===== config.mk =====
export PLATFORM = sky130hd
export DESIGN_NAME = pic_gpio_cond
export DESIGN_NICKNAME = d
export VERILOG_FILES = /design/src/rtl/pic_gpio_pkg.sv /design/src/rtl/pic_gpio_sync2.sv /design/src/rtl/pic_gpio_cond.sv
export SDC_FILE = /design/constraint.sdc
export NUM_CORES = 1
export LEC_CHECK = 0
export ABC_AREA = 1
export CORE_MARGIN = 2
export CORE_UTILIZATION = 50
export CTS_CLUSTER_DIAMETER = 200
export DETAILED_ROUTE_END_ITERATION = 12
export GPL_ROUTABILITY_DRIVEN = 0
export HOLD_SLACK_MARGIN = 0.05
export PLACE_DENSITY = 0.74
export SLEW_MARGIN = 20
export SYNTH_ARGS = -nofsm -noshare
export SYNTH_HDL_FRONTEND = slang
export SYNTH_SLANG_ARGS = --single-unit

===== constraint.sdc =====
create_clock -name clk -period 1 [get_ports clk]
set_clock_uncertainty 0.15 [all_clocks]
set_input_delay 0.15 -clock clk [delete_from_list [all_inputs] [get_ports clk]]
set_output_delay 0.15 -clock clk [all_outputs]
set_load 0.01 [all_outputs]

===== src/rtl/pic_gpio_pkg.sv =====
// pic_gpio_pkg: shared constants for the GPIO input conditioner.
// This package holds the register address map and the width of the
// per-bit debounce counter.
package pic_gpio_pkg;

  localparam logic [1:0] PIC_GPIO_REG_FILT    = 2'd0;
  localparam logic [1:0] PIC_GPIO_REG_STATUS  = 2'd1;
  localparam logic [1:0] PIC_GPIO_REG_RISE_EN = 2'd2;
  localparam logic [1:0] PIC_GPIO_REG_FALL_EN = 2'd3;

  // The per-bit debounce counter must be able to hold DEB_TICKS values up to 15.
  localparam int PIC_GPIO_CNT_W = 4;

endpackage


===== src/rtl/pic_gpio_sync2.sv =====
// pic_gpio_sync2: two-flop synchroniser for a bus of independent raw inputs.
// Each bit is synchronised on its own, with no coherence between bits.
module pic_gpio_sync2 #(
  parameter int WIDTH = 16
) (
  input  logic             clk,
  input  logic             reset_n,
  input  logic [WIDTH-1:0] raw,
  output logic [WIDTH-1:0] sync
);

  logic [WIDTH-1:0] meta;

  // Two-stage capture. The first stage may go metastable; the second stage gives it a cycle to resolve.
  always_ff @(posedge clk or negedge reset_n) begin
    if (!reset_n) begin
      meta <= '0;
      sync <= '0;
    end else begin
      // NOTE: non-blocking assignments keep this a two-flop shift chain; blocking would collapse it to one flop.
      meta <= raw;
      sync <= meta;
    end
  end

endmodule


===== src/rtl/pic_gpio_cond.sv =====
// pic_gpio_cond: GPIO input conditioner.
// This block synchronises the pins, optionally debounces them, and detects edges into a W1C status register with a level irq.
// Defining PIC_GPIO_COND_DEBOUNCE_EN builds the prescaler and the per-bit debounce counters.
// Without that macro, gpio_filt follows the synchronised pins with one register of delay.
module pic_gpio_cond
  import pic_gpio_pkg::*;
#(
  parameter int WIDTH     = 16,
  parameter int PRESCALE  = 1000,
  parameter int DEB_TICKS = 4
) (
  input  logic             clk,
  input  logic             reset_n,
  input  logic [WIDTH-1:0] pin_in,
  output logic [WIDTH-1:0] gpio_filt,
  input  logic [1:0]       addr,
  input  logic [WIDTH-1:0] wdata,
  input  logic             wen,
  input  logic             ren,
  output logic [WIDTH-1:0] rdata,
  output logic             ready,
  output logic             irq
);

  // Elaboration-time range checks on the parameters.
  if (PRESCALE < 2 || PRESCALE > 65535) begin : g_bad_prescale
    $error("pic_gpio_cond: PRESCALE out of range 2..65535");
  end
  if (DEB_TICKS < 1 || DEB_TICKS > 15) begin : g_bad_deb_ticks
    $error("pic_gpio_cond: DEB_TICKS out of range 1..15");
  end

  logic [WIDTH-1:0] sync;
  logic [WIDTH-1:0] filt_q;
  logic [WIDTH-1:0] status;
  logic [WIDTH-1:0] rise_en;
  logic [WIDTH-1:0] fall_en;
  logic [WIDTH-1:0] edge_set;
  logic [WIDTH-1:0] w1c_mask;
  logic [WIDTH-1:0] reg_val;

  pic_gpio_sync2 #(.WIDTH(WIDTH)) u_sync (
    .clk     (clk),
    .reset_n (reset_n),
    .raw     (pin_in),
    .sync    (sync)
  );

`ifdef PIC_GPIO_COND_DEBOUNCE_EN
  localparam int PRE_W = $clog2(PRESCALE);
  localparam logic [PRE_W-1:0]          PRE_LAST = PRE_W'(PRESCALE - 1);
  localparam logic [PIC_GPIO_CNT_W-1:0] DEB_LIM  = PIC_GPIO_CNT_W'(DEB_TICKS);

  logic [PRE_W-1:0]                     presc;
  logic                                 tick;
  logic [WIDTH-1:0][PIC_GPIO_CNT_W-1:0] cnt;

  assign tick = (presc == PRE_LAST);

  // Shared prescaler. It counts 0..PRESCALE-1, and tick is high during the last count.
  always_ff @(posedge clk or negedge reset_n) begin
    if (!reset_n)  presc <= '0;
    else if (tick) presc <= '0;
    else           presc <= presc + PRE_W'(1);
  end

  // Per-bit debounce. A bit must disagree with gpio_filt for DEB_TICKS ticks in a row before it is accepted.
  always_ff @(posedge clk or negedge reset_n) begin
    if (!reset_n) begin
      // NOTE: the counter array is ordinary state, so it is reset; a reset clears any debounce count in progress.
      cnt       <= '0;
      gpio_filt <= '0;
    end else begin
      for (int i = 0; i < WIDTH; i++) begin
        if (sync[i] == gpio_filt[i]) begin
          cnt[i] <= '0;
        end else if (tick) begin
          if (cnt[i] + PIC_GPIO_CNT_W'(1) == DEB_LIM) begin
            gpio_filt[i] <= sync[i];
            cnt[i]       <= '0;
          end else begin
            cnt[i] <= cnt[i] + PIC_GPIO_CNT_W'(1);
          end
        end
      end
    end
  end
`else
  // No debounce: one register stage after the synchroniser.
  always_ff @(posedge clk or negedge reset_n) begin
    if (!reset_n) gpio_filt <= '0;
    else          gpio_filt <= sync;
  end
`endif

  // Edge sources and the W1C mask, decoded in the current cycle.
  always_comb begin
    edge_set = (gpio_filt & ~filt_q & rise_en) | (~gpio_filt & filt_q & fall_en);
    w1c_mask = (wen && addr == PIC_GPIO_REG_STATUS) ? wdata : '0;
  end

  // Register read mux.
  always_comb begin
    // NOTE: assigning a default first means every path drives reg_val, so no latch is inferred.
    reg_val = '0;
    case (addr)
      PIC_GPIO_REG_FILT:    reg_val = gpio_filt;
      PIC_GPIO_REG_STATUS:  reg_val = status;
      PIC_GPIO_REG_RISE_EN: reg_val = rise_en;
      PIC_GPIO_REG_FALL_EN: reg_val = fall_en;
      default:              reg_val = '0;
    endcase
  end

  // Edge history, edge status (a new edge wins over a W1C clear), and the enable registers.
  always_ff @(posedge clk or negedge reset_n) begin
    if (!reset_n) begin
      filt_q  <= '0;
      status  <= '0;
      rise_en <= '0;
      fall_en <= '0;
    end else begin
      filt_q <= gpio_filt;
      status <= (status & ~w1c_mask) | edge_set;
      if (wen && addr == PIC_GPIO_REG_RISE_EN) rise_en <= wdata;
      if (wen && addr == PIC_GPIO_REG_FALL_EN) fall_en <= wdata;
    end
  end

  // Access acknowledge. The read data is sampled before any write in the same cycle takes effect.
  always_ff @(posedge clk or negedge reset_n) begin
    if (!reset_n) begin
      ready <= 1'b0;
      rdata <= '0;
    end else begin
      ready <= wen | ren;
      rdata <= ren ? reg_val : '0;
    end
  end

  assign irq = |status;

endmodule


* Word level (Yosys, flattened, before mapping)
Cells that the tools add are included.
** Storage, ports and cells
- Flip-flop bits (word level) :: 129
- Input bits :: 38
- Logic and storage cells :: 31
** Cells by class
- Equal/unequal tests :: 3
- Muxes and demuxes :: 3
- Bitwise logic cells :: 11
- Reduce and logical (&&, ||, !) cells :: 5
** Operators by type and width (count)
- bitwise AND 16 bit :: 5
- case mux 16 bit (4 select lines) :: 1
- inverter 16 bit :: 3
- two-way mux 16 bit :: 2
- bitwise OR 16 bit :: 2
- OR reduction 16 bit :: 1
- equality test 2 bit (second input constant) :: 2
- logical AND 1 bit :: 3
- equality test 2 x 1 -> 1 bit (second input constant) :: 1
- zero test 2 bit :: 1
- bitwise OR 1 bit :: 1

* Longest topological paths before layout
- Depth in word-level cells :: 6
- Depth in mapped cells :: 8

* Hierarchy
From an unflattened synthesis, not the netlist that was laid out.
** Second synthesis, totals
- Cells, all modules :: 500
- Area, all modules :: 4874.7 sq um
** By module, submodules not included
- pic_gpio_cond :: times used 1, cells an instance 468, area an instance 4073.9 sq um, sequential area each 2427.3 sq um
- pic_gpio_sync2 :: times used 1, cells an instance 32, area an instance 800.8 sq um, sequential area each 800.8 sq um

* Worst setup path after synthesis
No wires, ideal clock.
- Kind :: input to register
- Start point :: input port addr[1]
- End point :: register status[12]
- Data arrival time :: 784 ps
- Setup slack :: -53 ps
- Cell stages on the path :: 8
- Buffers on the path :: 2
- Cells stage by stage :: buf_6 > inv_6 > nand2_4 > nor2_8 > buf_8 > nand2_2 > nand2_1 > nand2_1
** On the way
- Longest elaborated chain between the ends :: 6
** RTL lines
- start, declared :: line pic_gpio_cond.sv:16 : input logic [1:0] addr,
- equality test 2 x 1 -> 1 bit :: line pic_gpio_cond.sv:99 : w1c_mask = (wen && addr == PIC_GPIO_REG_STATUS) ? wdata : '0;
- logical AND 1 bit :: line pic_gpio_cond.sv:99
- two-way mux 16 bit :: line pic_gpio_cond.sv:99
- inverter 16 bit :: line pic_gpio_cond.sv:124 : status <= (status & ~w1c_mask) | edge_set;
- bitwise AND 16 bit :: line pic_gpio_cond.sv:124
- bitwise OR 16 bit :: line pic_gpio_cond.sv:124
- end signal, assigned :: line pic_gpio_cond.sv:124
- end, declared :: line pic_gpio_cond.sv:35 : logic [WIDTH-1:0] status;
Every way passes these cells.
A chain may end at the register's enable or synchronous reset.

* Worst setup path after layout
- Start point :: register status[9]
- End point :: output port irq
** On the way
- Longest elaborated chain between the ends :: 1
** RTL lines
- OR reduction 16 bit :: line pic_gpio_cond.sv:141 : assign irq = |status;
- end, declared :: line pic_gpio_cond.sv:22 : output logic irq
Every way passes these cells.

==> impl_results.md <==
* Status: complete, but fails checks
* Failing checks: hold timing, setup timing
* Yosys reg bits at 129
* TritonCTS clock tree: yes
* Largest net degree at the start of global routing at 37
* Setup violators final at between 50 and 60
* Syn nets at 537
* Core area at between 9000 and 10000 um2
* Layout cells sized above 1 at 0.3353
* Post-DP Area at 6142 um2
* Synthesized instance count at about 500
* First-pass GRT wire length at 20240 um
* Hold Slack at -0.1147 ns
* Distinct cells, synth at 21
* MaxCap Viol Count at 0
* Worst slew margin at 0.7925
* Max Transition Viols Final at 0
* CTS H-tree lvls at 4
* CTS max path bufs at 2
* Layout Utilization at 0.7615
* Fillers at about 600
* Total chip power at about 0.015 W
* XOR/XNOR share of the synthesized area at 0
* Chip height at between 100 and 150 um
* Clock transition at path regs at around 0.060 ns
* First DRT Iteration DRCs at 231
* Via/cell ratio at about 5
* Fin crit share at 1.781
* Rows at 36
* Initial antenna violation count at 0
* Die W at roughly 100 um
* P_leak at 3.495 nW
* Post-Route WL at 13010 um
* HP Class: input port to asynchronous set/reset pin
* Setup TNS at -13.66 ns
* Root Buffer: clkbuf_8
* Final ANT Viol Nets at 0
* Mux share of post-synthesis cell area at 0
* Cts bufs inserted at 17
* DR DRC count at 0
* I/O pin count at a little over 70
* Router iterations before antenna repair at 5
* Tmin final at 1.781 ns
* Dpl hpwl at roughly 7300 um
* Synthesized area at approximately 4900 um2
* Net count, final at just under 700
* Mean Syn Cell Area at between 9 and 10 um2
* Pwr/cell area at ~2100 nW/um2
* Starting Density at 0.5077
* Peak supply drop at ~1100 uV
* RSZ-0062 raised after global routing: true
* Worst-Margin Slew at about 0.31 ns
* Total clock sinks at 129
* Synth Area in Compound Gates at 0.07295
* Clk Latency, worst-skew pair at roughly 0.53 ns
* Arrival @ worst endpoint at between 1 and 1.5 ns
* Vias in the first global route at 4302
* CP Data Required Time at approximately 0.70 ns
* CP Launch Type: flip-flop
* CTS Hold Bufs at 17
* Highest-count cells in the layout ignoring fill and taps: dfrtp_1, nand2_1, nor2_1
* Setup crit end kind: primary output
* Design Area, Final at between 7000 and 8000 um2
* Sequential cell area fraction in the yosys report at 0.6627
* Final hold viol count at 16
* Main combinational cell family by area after synthesis: simple AND/OR/NAND/NOR gates
* Congestion Overflow GR at 0
* Die area at 10550 um2
* Worst Path Class, Setup: flip-flop to primary output
* Final worst setup slack at -0.7813 ns
* Most common cell after layout, fill and taps aside: dfrtp_1
* Post-synthesis adder-cell area fraction at 0
* Synth warnings at 0
* GRT Total Usage at 0.2604
* PortBufs at a little over 70
* P&R area growth vs syn at 49.99%
* WL/cell at 16.18 um
* CP Max Fanout at 2
* Max frequency at 561.4 MHz
* Post-Synth Simple-Gate Area at 0.2111
* Ant. Diodes at 0
* Via count at 4139
[metal layers]
layer | routed length (um) | GRT usage | up-vias
li1 | - | - | 1905
met1 | 4942 | 0.2987 | 2020
met2 | 6861 | 0.4404 | 162
met3 | 628 | 0.08000 | 52
met4 | 579 | 0.1354 | 0
met5 | 0 | 0 | -
[final cells by class]
type | count | area [um2] | area share
Tap cell | 133 | 166.4 | 0.02278
Clock buffer | 19 | 431.7 | 0.05909
Inverter | 33 | 131.4 | 0.01798
Sequential cell | 129 | 3228 | 0.4419
Timing Repair Buffer | 160 | 1480 | 0.2026
Clock inverter | 13 | 210.2 | 0.02877
Multi-Input combinational cell | 317 | 1658 | 0.2269
[cells in the mapped netlist, drive strengths merged]
cell	number	area [um2]
nor2	78	309.0
nand2	128	513.0
clkbuf	2	8.750
buf	18	121.4
inv	33	128.9
a21oi	23	115.1
dfrtp	129	3228
o21ai	48	240.2
or2	1	6.260
nand3	39	200.2
[stage by stage]
| stage | cells | setup slack (ns) |
|---|---|---|
| CTS | 796 | -0.7594 |
| global route | 804 | -0.8737 |
| floorplan | 499 | -0.03828 |
| global placement | 743 | -0.6031 |
| detailed placement | 743 | -0.6403 |
| finish | 804 | -0.7813 |
[cells by family (layout without fill, tap and decap cells)]
logic type / Yosys count / count (layout)
buffers and inverters: 53 / 225
flip-flops: 129 / 129
AO/OA/AOI/OAI: 71 / 71
AND/OR/NAND/NOR: 246 / 246
[worst max-delay path: stages, from the launching register on]
cell and delay (ns):
dfrtp_1 0.40, nor2_1 0.11, nand2_1 0.08, nor2_1 0.12
nand2_1 0.10, buf_2 0.15
[power breakdown]
| group | internal (W) | leakage (nW) | switching [W] |
|---|---|---|---|
| clock | 0.00437 | 0.308 | 0.00226 |
| sequential | 0.00577 | 1.53 | 0.000366 |
| combinational | 0.00114 | 1.66 | 0.00117 |
[path summary, 6_finish.rpt]
path,startpoint,to,slack (ns),cells past startpoint
worst max-delay path,status[9],irq,-0.78,5
worst min-delay path,reset_n,filt_q[13],-0.11,2
worst max register to register,status[4],rdata[4],-0.23,6
worst min register to register,u_sync.meta[1],u_sync.sync[1],0.19,0
max in group asynchronous,reset_n,fall_en[2],0.36,3
min in group clk,wen,ready,-0.03,2
[state kept, by name, summed over array words and instances (netlist names)]
signal	count
u_sync.meta	16
ready	1
filt_q	16
u_sync.sync	16
rise_en	16
fall_en	16
gpio_filt	16
status	16
rdata	16
[repair_timing]
| item | 4_1_cts | 5_1_grt |
|---|---|---|
| pin swaps | 41 | 45 |
| resized for setup | 199 | 67 |
| setup endpoints to repair | 73 | 66 |
| hold endpoints to repair | 150 | 16 |
| gates cloned | 1 | 0 |
| setup buffers | 13 | 14 |
Power figures use the tool's default switching activity.
